===== config.mk =====
export PLATFORM = sky130hd
export DESIGN_NAME = rs232_tx_arbiter
export DESIGN_NICKNAME = d
export VERILOG_FILES = /design/src/rtl/rs232_tx_arbiter.sv
export SDC_FILE = /design/constraint.sdc
export NUM_CORES = 1
export LEC_CHECK = 0
export CAP_MARGIN = 30
export CORE_ASPECT_RATIO = 1.25
export CORE_MARGIN = 3
export CORE_UTILIZATION = 39
export CTS_CLUSTER_SIZE = 30
export DETAILED_ROUTE_END_ITERATION = 6
export PLACE_DENSITY = 0.87
export SYNTH_ARGS = -nofsm -noshare
export SYNTH_HDL_FRONTEND = slang
export SYNTH_SLANG_ARGS = --single-unit

===== constraint.sdc =====
create_clock -name clk_i -period 1.6 [get_ports clk_i]
set_input_delay 0.24 -clock clk_i [delete_from_list [all_inputs] [get_ports clk_i]]
set_output_delay 0.24 -clock clk_i [all_outputs]
set_load 0.02 [all_outputs]

===== src/rtl/rs232_tx_arbiter.sv =====
// Round-robin arbiter feeding one RS232 TX engine from NREQ byte producers; RS232_ARB_LOCK_EN enables frame locking.
// Latency: byte accepted in cycle T is offered to TX from T+1; GAP idle cycles follow each TX handshake.
// Backpressure: req_ready stays low while a byte is held for TX or the gap runs; tx_ready low holds tx_data.
module rs232_tx_arbiter #(
    parameter int NREQ = 4,
    parameter int DW   = 8,
    parameter int GAP  = 2
) (
    input  logic               clk_i,
    input  logic               rst_i,
    input  logic [NREQ-1:0]    req_valid_i,
    input  logic [NREQ*DW-1:0] req_data_i,
    input  logic [NREQ-1:0]    req_last_i,
    output logic [NREQ-1:0]    req_ready_o,
    output logic               tx_valid_o,
    output logic [DW-1:0]      tx_data_o,
    input  logic               tx_ready_i,
    output logic [NREQ-1:0]    grant_o,
    output logic               busy_o
);
    localparam int PW = (NREQ > 1) ? $clog2(NREQ) : 1;
    localparam logic [7:0] GAP_LD = (GAP > 0) ? 8'(GAP - 1) : 8'd0;

`ifdef RS232_ARB_LOCK_EN
    typedef enum logic [1:0] {S_IDLE, S_SEND, S_GAP, S_OWN} state_t;
`else
    typedef enum logic [1:0] {S_IDLE, S_SEND, S_GAP} state_t;
`endif

    state_t          state_q;
    logic [PW-1:0]   ptr_q;
    logic [7:0]      gap_cnt_q;
    logic            tx_valid_q;
    logic [DW-1:0]   tx_data_q;
    logic [NREQ-1:0] grant_q;
    logic            busy_q;

    logic [PW-1:0]   cand;
    logic [PW-1:0]   win_idx;
    logic [PW-1:0]   sel_idx;
    logic            win_vld;
    logic            own_vld;
    logic            sel_vld;
    logic [DW-1:0]   sel_data;
    logic            sel_last;
    state_t          arb_state;
    logic            arb_busy;

    // Scan from farthest to nearest so the requester closest after ptr wins.
    always_comb begin
        win_vld = 1'b0;
        win_idx = '0;
        cand    = '0;
        for (int k = NREQ; k >= 1; k--) begin
            cand = PW'((int'(ptr_q) + k) % NREQ);
            if (req_valid_i[cand]) begin
                win_vld = 1'b1;
                win_idx = cand;
            end
        end
    end

    always_comb begin
        own_vld = 1'b0;
        for (int i = 0; i < NREQ; i++) begin
            if (ptr_q == PW'(i)) begin
                own_vld = req_valid_i[i];
            end
        end
    end

    always_comb begin
        sel_vld = 1'b0;
        sel_idx = win_idx;
        if (!rst_i) begin
            case (state_q)
                S_IDLE: sel_vld = win_vld;
`ifdef RS232_ARB_LOCK_EN
                S_OWN: begin
                    sel_vld = own_vld;
                    sel_idx = ptr_q;
                end
`endif
                default: sel_vld = 1'b0;
            endcase
        end
    end

    always_comb begin
        sel_data = '0;
        sel_last = 1'b0;
        for (int i = 0; i < NREQ; i++) begin
            req_ready_o[i] = sel_vld && (sel_idx == PW'(i));
            if (sel_idx == PW'(i)) begin
                sel_data = req_data_i[i*DW +: DW];
                sel_last = req_last_i[i];
            end
        end
    end

`ifdef RS232_ARB_LOCK_EN
    logic lock_q;
    always_comb begin
        arb_state = lock_q ? S_OWN : S_IDLE;
        arb_busy  = lock_q;
    end
`else
    logic unused_last;
    assign unused_last = sel_last ^ own_vld;
    assign arb_state   = S_IDLE;
    assign arb_busy    = 1'b0;
`endif

    always_ff @(posedge clk_i) begin
        if (rst_i) begin
            state_q    <= S_IDLE;
            ptr_q      <= PW'(NREQ - 1);
            gap_cnt_q  <= '0;
            tx_valid_q <= 1'b0;
            tx_data_q  <= '0;
            grant_q    <= '0;
            busy_q     <= 1'b0;
`ifdef RS232_ARB_LOCK_EN
            lock_q     <= 1'b0;
`endif
        end else begin
            case (state_q)
`ifdef RS232_ARB_LOCK_EN
                S_IDLE, S_OWN: begin
`else
                S_IDLE: begin
`endif
                    if (sel_vld) begin
                        tx_data_q  <= sel_data;
                        tx_valid_q <= 1'b1;
                        grant_q    <= req_ready_o;
                        ptr_q      <= sel_idx;
                        busy_q     <= 1'b1;
                        state_q    <= S_SEND;
`ifdef RS232_ARB_LOCK_EN
                        lock_q     <= ~sel_last;
`endif
                    end
                end
                S_SEND: begin
                    if (tx_ready_i) begin
                        tx_valid_q <= 1'b0;
                        if (GAP > 0) begin
                            state_q   <= S_GAP;
                            gap_cnt_q <= GAP_LD;
                        end else begin
                            state_q <= arb_state;
                            busy_q  <= arb_busy;
                        end
                    end
                end
                S_GAP: begin
                    if (gap_cnt_q == 8'd0) begin
                        state_q <= arb_state;
                        busy_q  <= arb_busy;
                    end else begin
                        gap_cnt_q <= gap_cnt_q - 8'd1;
                    end
                end
                default: state_q <= S_IDLE;
            endcase
        end
    end

    assign tx_valid_o = tx_valid_q;
    assign tx_data_o  = tx_data_q;
    assign grant_o    = grant_q;
    assign busy_o     = busy_q;
endmodule


==> impl_metrics.json, run 1 <==
{
  "outcome": "finished, violations left",
  "violations": "negative setup slack",
  "grt_overflow": 0,
  "start_kind": "flip-flop",
  "drtIter0Drc": 84,
  "relSlewSlack": 0.7739,
  "hpwl_um": 3884,
  "cp.required_ps": 1360,
  "grt_max_degree": 16,
  "drc": 0,
  "cts_hold_buf": 0,
  "crit_path_max_fanout": 5,
  "syn-cell-area_um2": 1511,
  "place_area_um2": 2460,
  "cp.arrival_ps": 1630,
  "slowest_delay_ps": 410,
  "fp.dieW_um": 61.68,
  "path_buf_inv": 2,
  "htreeDepth": 1,
  "peakVddDrop_mv": 0.4535,
  "rsz0062_at_grt": "yes",
  "seq_area_frac_synth": 0.3444,
  "rows": 24,
  "ant_nets": 0,
  "die_area_um2": 4663,
  "hold_violations": 0,
  "io_pins": 61,
  "synth_area_per_cell_um2": 8.351,
  "drt-total-wl_um": 6474,
  "min_path_type": "reg2reg",
  "maxCapViolCount": 0,
  "period_needed_ps": 1870,
  "antennaDiodeCount": 0,
  "drive_gt1_frac": 0.4433,
  "final_area_um2": 2846,
  "grt_usage": 0.2377,
  "clk_latency_ps": 280,
  "timing.final.ws_setup_ps": -270.3,
  "syn_to_final_growth_pct": 88.33,
  "powerDensity_nw_per_um2": 969.5,
  "root_buffer": "clkbuf_8",
  "yosysWarnings": 0,
  "clock_sinks": 26,
  "path_delay_family": "flip-flops",
  "numCtsBuffers": 3,
  "first_global_vias": 1907,
  "setup_violations": 22,
  "clock_skew_ps": 13.64,
  "vias": 1950,
  "dpl.cell_count": 308,
  "grt_pass1_wl_um": 8328,
  "final_max_slew_viol_count": 0,
  "wl_per_cell_um": 20.17,
  "slowest_stage": "dfxtp_4",
  "netlist_instances": 181,
  "cts_buffer_depth": 2,
  "start_util": 0.4194,
  "gp_congestion": 0.8762,
  "nets": 328,
  "tightestPinTransition_ps": 338.5,
  "ys_ff_latch": 26,
  "cts_tree": "yes",
  "port_buffers": 56,
  "synth_fp_nets": 226,
  "endpoint_kind": "output pin",
  "via_per_inst": 6.075,
  "async_reset_ff_frac": 0,
  "fin_util": 0.7899,
  "synth_cell_type_count": 46,
  "crit_chain": "mux2i_4 > buf_6 > a2bb2oi_4 > nand2_2 > nand2_2 > nor3_4 > buf_6",
  "ys.flop_type": "dfxtp_1",
  "fin_cells": 321,
  "post-route-period-util": 1.169,
  "core_area_um2": 3603,
  "die_height_um": 75.60,
  "max_freq_mhz": 534.7,
  "synth_enable_flop_cells": 0,
  "p_leak_uw": 0.001171,
  "critPathKind": "reg2out",
  "clk_pin_slew_worst_paths_ps": 100,
  "antenna_found_initial": 0,
  "firstDrtPassIters": 4
}
-- synth_stat cells (all sizes together), types with 2 or more instances --
cell type,number,area (µm²)
a211o,3,26.28
o21bai,2,15.01
nor2,24,90.09
o2bb2ai,2,17.52
a221oi,7,61.31
a21boi,3,22.52
a31oi,2,18.77
nor3,2,10.01
o21ai,11,58.81
clkbuf,7,36.28
buf,4,28.78
nand2,12,45.04
a2111oi,3,27.53
ha,2,25.02
a211oi,11,82.58
nand3,9,45.04
nor2b,3,18.77
a21oi,12,63.81
dfxtp,26,520.5
or4,2,18.77
nor3b,2,15.01
inv,5,18.77
xnor2,6,52.55
a22o,7,61.31
-- layer usage --
layer / routed length [µm] / global-route usage / vias to the layer above
li1: - / - / 877
met1: 2218 / 0.2523 / 925
met2: 3516 / 0.4470 / 112
met3: 400 / 0.03729 / 36
met4: 338 / 0.1061 / 0
met5: 0 / 0 / -
-- cells in the final DEF (no fill, tap or decap), types with 7 or more instances in the layout --
cell             count
a21oi_1              7
a22o_1               7
buf_4               45
a211oi_2             8
nor2_1              20
o21ai_0             10
dfxtp_1             23
clkdlybuf4s50_1     48
nand2_1              8
nand3_2              7
buf_6               11
-- layout make-up --
| cell class | count | area (µm²) |
|---|---|---|
| Clock buffer | 3 | 41.29 |
| Clock inverter | 1 | 30.03 |
| Fill cell | 225 | 757.0 |
| Inverter | 5 | 18.77 |
| Multi-Input combinational cell | 138 | 1195 |
| Sequential cell | 26 | 526.8 |
| Tap cell | 39 | 48.80 |
| Timing Repair Buffer | 109 | 985.9 |
-- worst register-to-register path, stage by stage, from the launching register on --
cell and delay (ps):
dfxtp_1 330, buf_4 150, and2b_2 250, o41ai_4 90, buf_4 170, buf_6 110
a2111oi_2 380, xnor2_1 160, nor2_1 50
-- per-stage QoR --
stage,setup TNS (ps),hold WS (ps),setup slack (ps),power (µW)
floorplan,-507.0,426.5,-120.4,1414
global placement,-9119,440.7,-783.8,1879
detailed placement,-11510,452.4,-850.2,1919
CTS,-2622,466.8,-250.6,2548
global route,-3749,477.4,-298.4,2865
finish,-2545,466.1,-270.3,2760
-- registers in the layout (all words and copies together) (netlist names) --
name	cells
ptr_q	2
state_q	2
gap_cnt_q	8
tx_valid_o	1
busy_o	1
grant_o	4
tx_data_o	8
-- timing repair --
action                                  4_1_cts  5_1_grt
resized for setup                            48       46
endpoints found under the setup margin       27       23
pin swaps                                    16       31
buffers inserted                             10        1
-- worst paths after layout --
check	from	end	slack (ps)	depth (start not counted)
worst min-delay path	grant_o[3]	grant_o[3]	470	2
worst max-delay path	ptr_q[1]	req_ready_o[1]	-270	7
worst min register to register	grant_o[3]	grant_o[3]	470	2
worst max register to register	state_q[0]	gap_cnt_q[5]	-200	8
-- report_power, final --
group / switching, µW / total (µW) / internal (µW)
sequential: 75.9 / 819 / 743
clock: 222 / 557 / 335
combinational: 689 / 1380 / 694
total: 987 / 2760 / 1770
-- kinds of logic after synthesis --
| kind of cell | share of synthesized area |
|---|---|
| AOI/OAI and AO/OA | 0.3460 |
| and+or+nand+nor | 0.1896 |
| DFF | 0.3444 |
| buffers and inverters | 0.06209 |
| xor gates and xnor gates | 0.03477 |
| adders and majority gates | 0.01655 |
| muxes | 0.006623 |
Power figures use the tool's default switching activity.
==> run 2: changes to the inputs <==
--- a/config.mk
+++ b/config.mk
@@ -12,6 +12,8 @@
 export CTS_CLUSTER_SIZE = 30
 export DETAILED_ROUTE_END_ITERATION = 6
 export PLACE_DENSITY = 0.87
+export SLEW_MARGIN = 20
 export SYNTH_ARGS = -nofsm -noshare
 export SYNTH_HDL_FRONTEND = slang
 export SYNTH_SLANG_ARGS = --single-unit
+export TNS_END_PERCENT = 100
==> results of run 2 <==
Final layout, timing and power as in run 1 (identical DEF).
==> run 3: changes to the inputs <==
--- a/config.mk
+++ b/config.mk
@@ -6,7 +6,6 @@
 export NUM_CORES = 1
 export LEC_CHECK = 0
 export CAP_MARGIN = 30
-export CORE_ASPECT_RATIO = 1.25
 export CORE_MARGIN = 3
 export CORE_UTILIZATION = 39
 export CTS_CLUSTER_SIZE = 30
==> run 3 against run 2 <==
Compared with the run above: the flow still finishes with violations (negative setup slack); non-clock buffer count down 2; register-to-register slack worse by 20 ps; wire length down 0.74%; total power up 1.2%; via count down 1.0%; clock power up 2%.
==> impl_metrics.json, run 3 (synthesized netlist as in run 1, its figures left out) <==
{
  "outcome": "finished, violations left",
  "violations": "negative setup slack",
  "relSlewSlack": 0.7560,
  "fin_util": 0.8102,
  "cts_buffer_depth": 2,
  "timing.final.ws_setup_ps": -248.7,
  "drt-total-wl_um": 6426,
  "die_area_um2": 4659,
  "clock_skew_ps": 3.353,
  "whs_ps": 466.0,
  "reg2reg_depth": 7,
  "final_common_cell": "clkdlybuf4s50_1",
  "numCtsBuffers": 3,
  "via_per_inst": 5.920,
  "hpwl_um": 3862,
  "port_buffers": 56,
  "clk_latency_ps": 280,
  "grt_max_degree": 16,
  "nets": 326,
  "grt_usage": 0.2592,
  "hold_path_depth": 2,
  "gp_congestion": 0.8728,
  "setup_violations": 23,
  "drtIter0Drc": 112,
  "cts_hold_buf": 0,
  "rsz0062_at_grt": "yes",
  "antennaDiodeCount": 0,
  "start_util": 0.4293,
  "period_needed_ps": 1849,
  "cp.arrival_ps": 1610,
  "syn_to_final_growth_pct": 88.74,
  "peakVddDrop_mv": 0.4896,
  "final_area_um2": 2853,
  "cp.required_ps": 1360,
  "powerDensity_nw_per_um2": 979.4,
  "post-route-period-util": 1.155,
  "final_max_slew_viol_count": 0,
  "layout_common_cells": "48 x clkdlybuf4s50_1, 41 x buf_4, 23 x dfxtp_1, 21 x nor2_1, 11 x buf_6",
  "p_leak_uw": 0.001155,
  "die_height_um": 68.26,
  "maxCapViolCount": 0,
  "tightestPinTransition_ps": 366.0,
  "crit_path_max_fanout": 4,
  "rows": 21,
  "cts_tree": "yes",
  "wl_per_cell_um": 19.71,
  "clock_sinks": 26,
  "io_pins": 61,
  "critPathKind": "reg2out",
  "max_freq_mhz": 540.9,
  "core_area_um2": 3521,
  "grt_overflow": 0,
  "vias": 1930,
  "place_area_um2": 2474,
  "drc": 0,
  "endpoint_kind": "output pin",
  "min_path_type": "reg2reg",
  "firstDrtPassIters": 4,
  "drive_gt1_frac": 0.4036,
  "grt_pass1_wl_um": 8887,
  "first_global_vias": 1965,
  "htreeDepth": 1,
  "clk_pin_slew_worst_paths_ps": 100,
  "fp.dieW_um": 68.26,
  "place_ws_ps": -862.5,
  "hold_violations": 0,
  "antenna_found_initial": 0,
  "start_kind": "flip-flop",
  "root_buffer": "clkbuf_8",
  "ant_nets": 0
}
-- run 3: through the flow --
stage | cells | TNS (ps) | power, µW
2_1_floorplan | 181 | -507.0 | 1414
3_3_place_gp | 314 | -8591 | 1899
3_5_place_dp | 314 | -10240 | 1937
4_1_cts | 323 | -2703 | 2584
5_1_grt | 326 | -4534 | 2898
6_report | 326 | -3421 | 2794
-- run 3: worst paths after layout --
path              slack, ps        endpoint          from
setup / recovery       -250  req_ready_o[1]      ptr_q[1]
hold / removal          470      grant_o[3]    grant_o[3]
setup reg to reg       -220    gap_cnt_q[5]  gap_cnt_q[3]
hold reg to reg         470      grant_o[3]    grant_o[3]
-- run 3: metal layers --
layer	track usage	vias up	wire length (µm)
met1	0.2488	944	2281
met2	0.5078	92	3506
met5	0	-	0
met4	0.1340	0	257
met3	0.05419	22	380
li1	-	872	-
-- run 3: layout make-up --
class                      instances  area, µm²
clock buffer                       3      41.29
clock inverter                     1      30.03
timing repair buffer             107       1001
sequential                        26      526.8
tap                               46      57.56
multi-input combinational        138       1177
fill                             211      668.1
inverter                           5      18.77
-- run 3: worst max-delay path, stage by stage (launching register included) --
cell	delay (ps)
dfxtp_4	410
mux2i_4	310
a2bb2oi_2	210
nand2_2	90
nand2_2	110
nor3_4	50
buf_6	130
-- run 3: timing repair --
action,4_1_cts,5_1_grt
pin swaps,20,29
resized for setup,54,35
buffers inserted,6,3
endpoints found under the setup margin,23,23
gates cloned,0,0
-- run 3: where the power goes --
part           leakage, µW  total [µW]  internal (µW)  switching, µW
logic             0.000904        1410            714            696
registers         0.000215         817            743           73.7
clock network    0.0000357         567            336            231
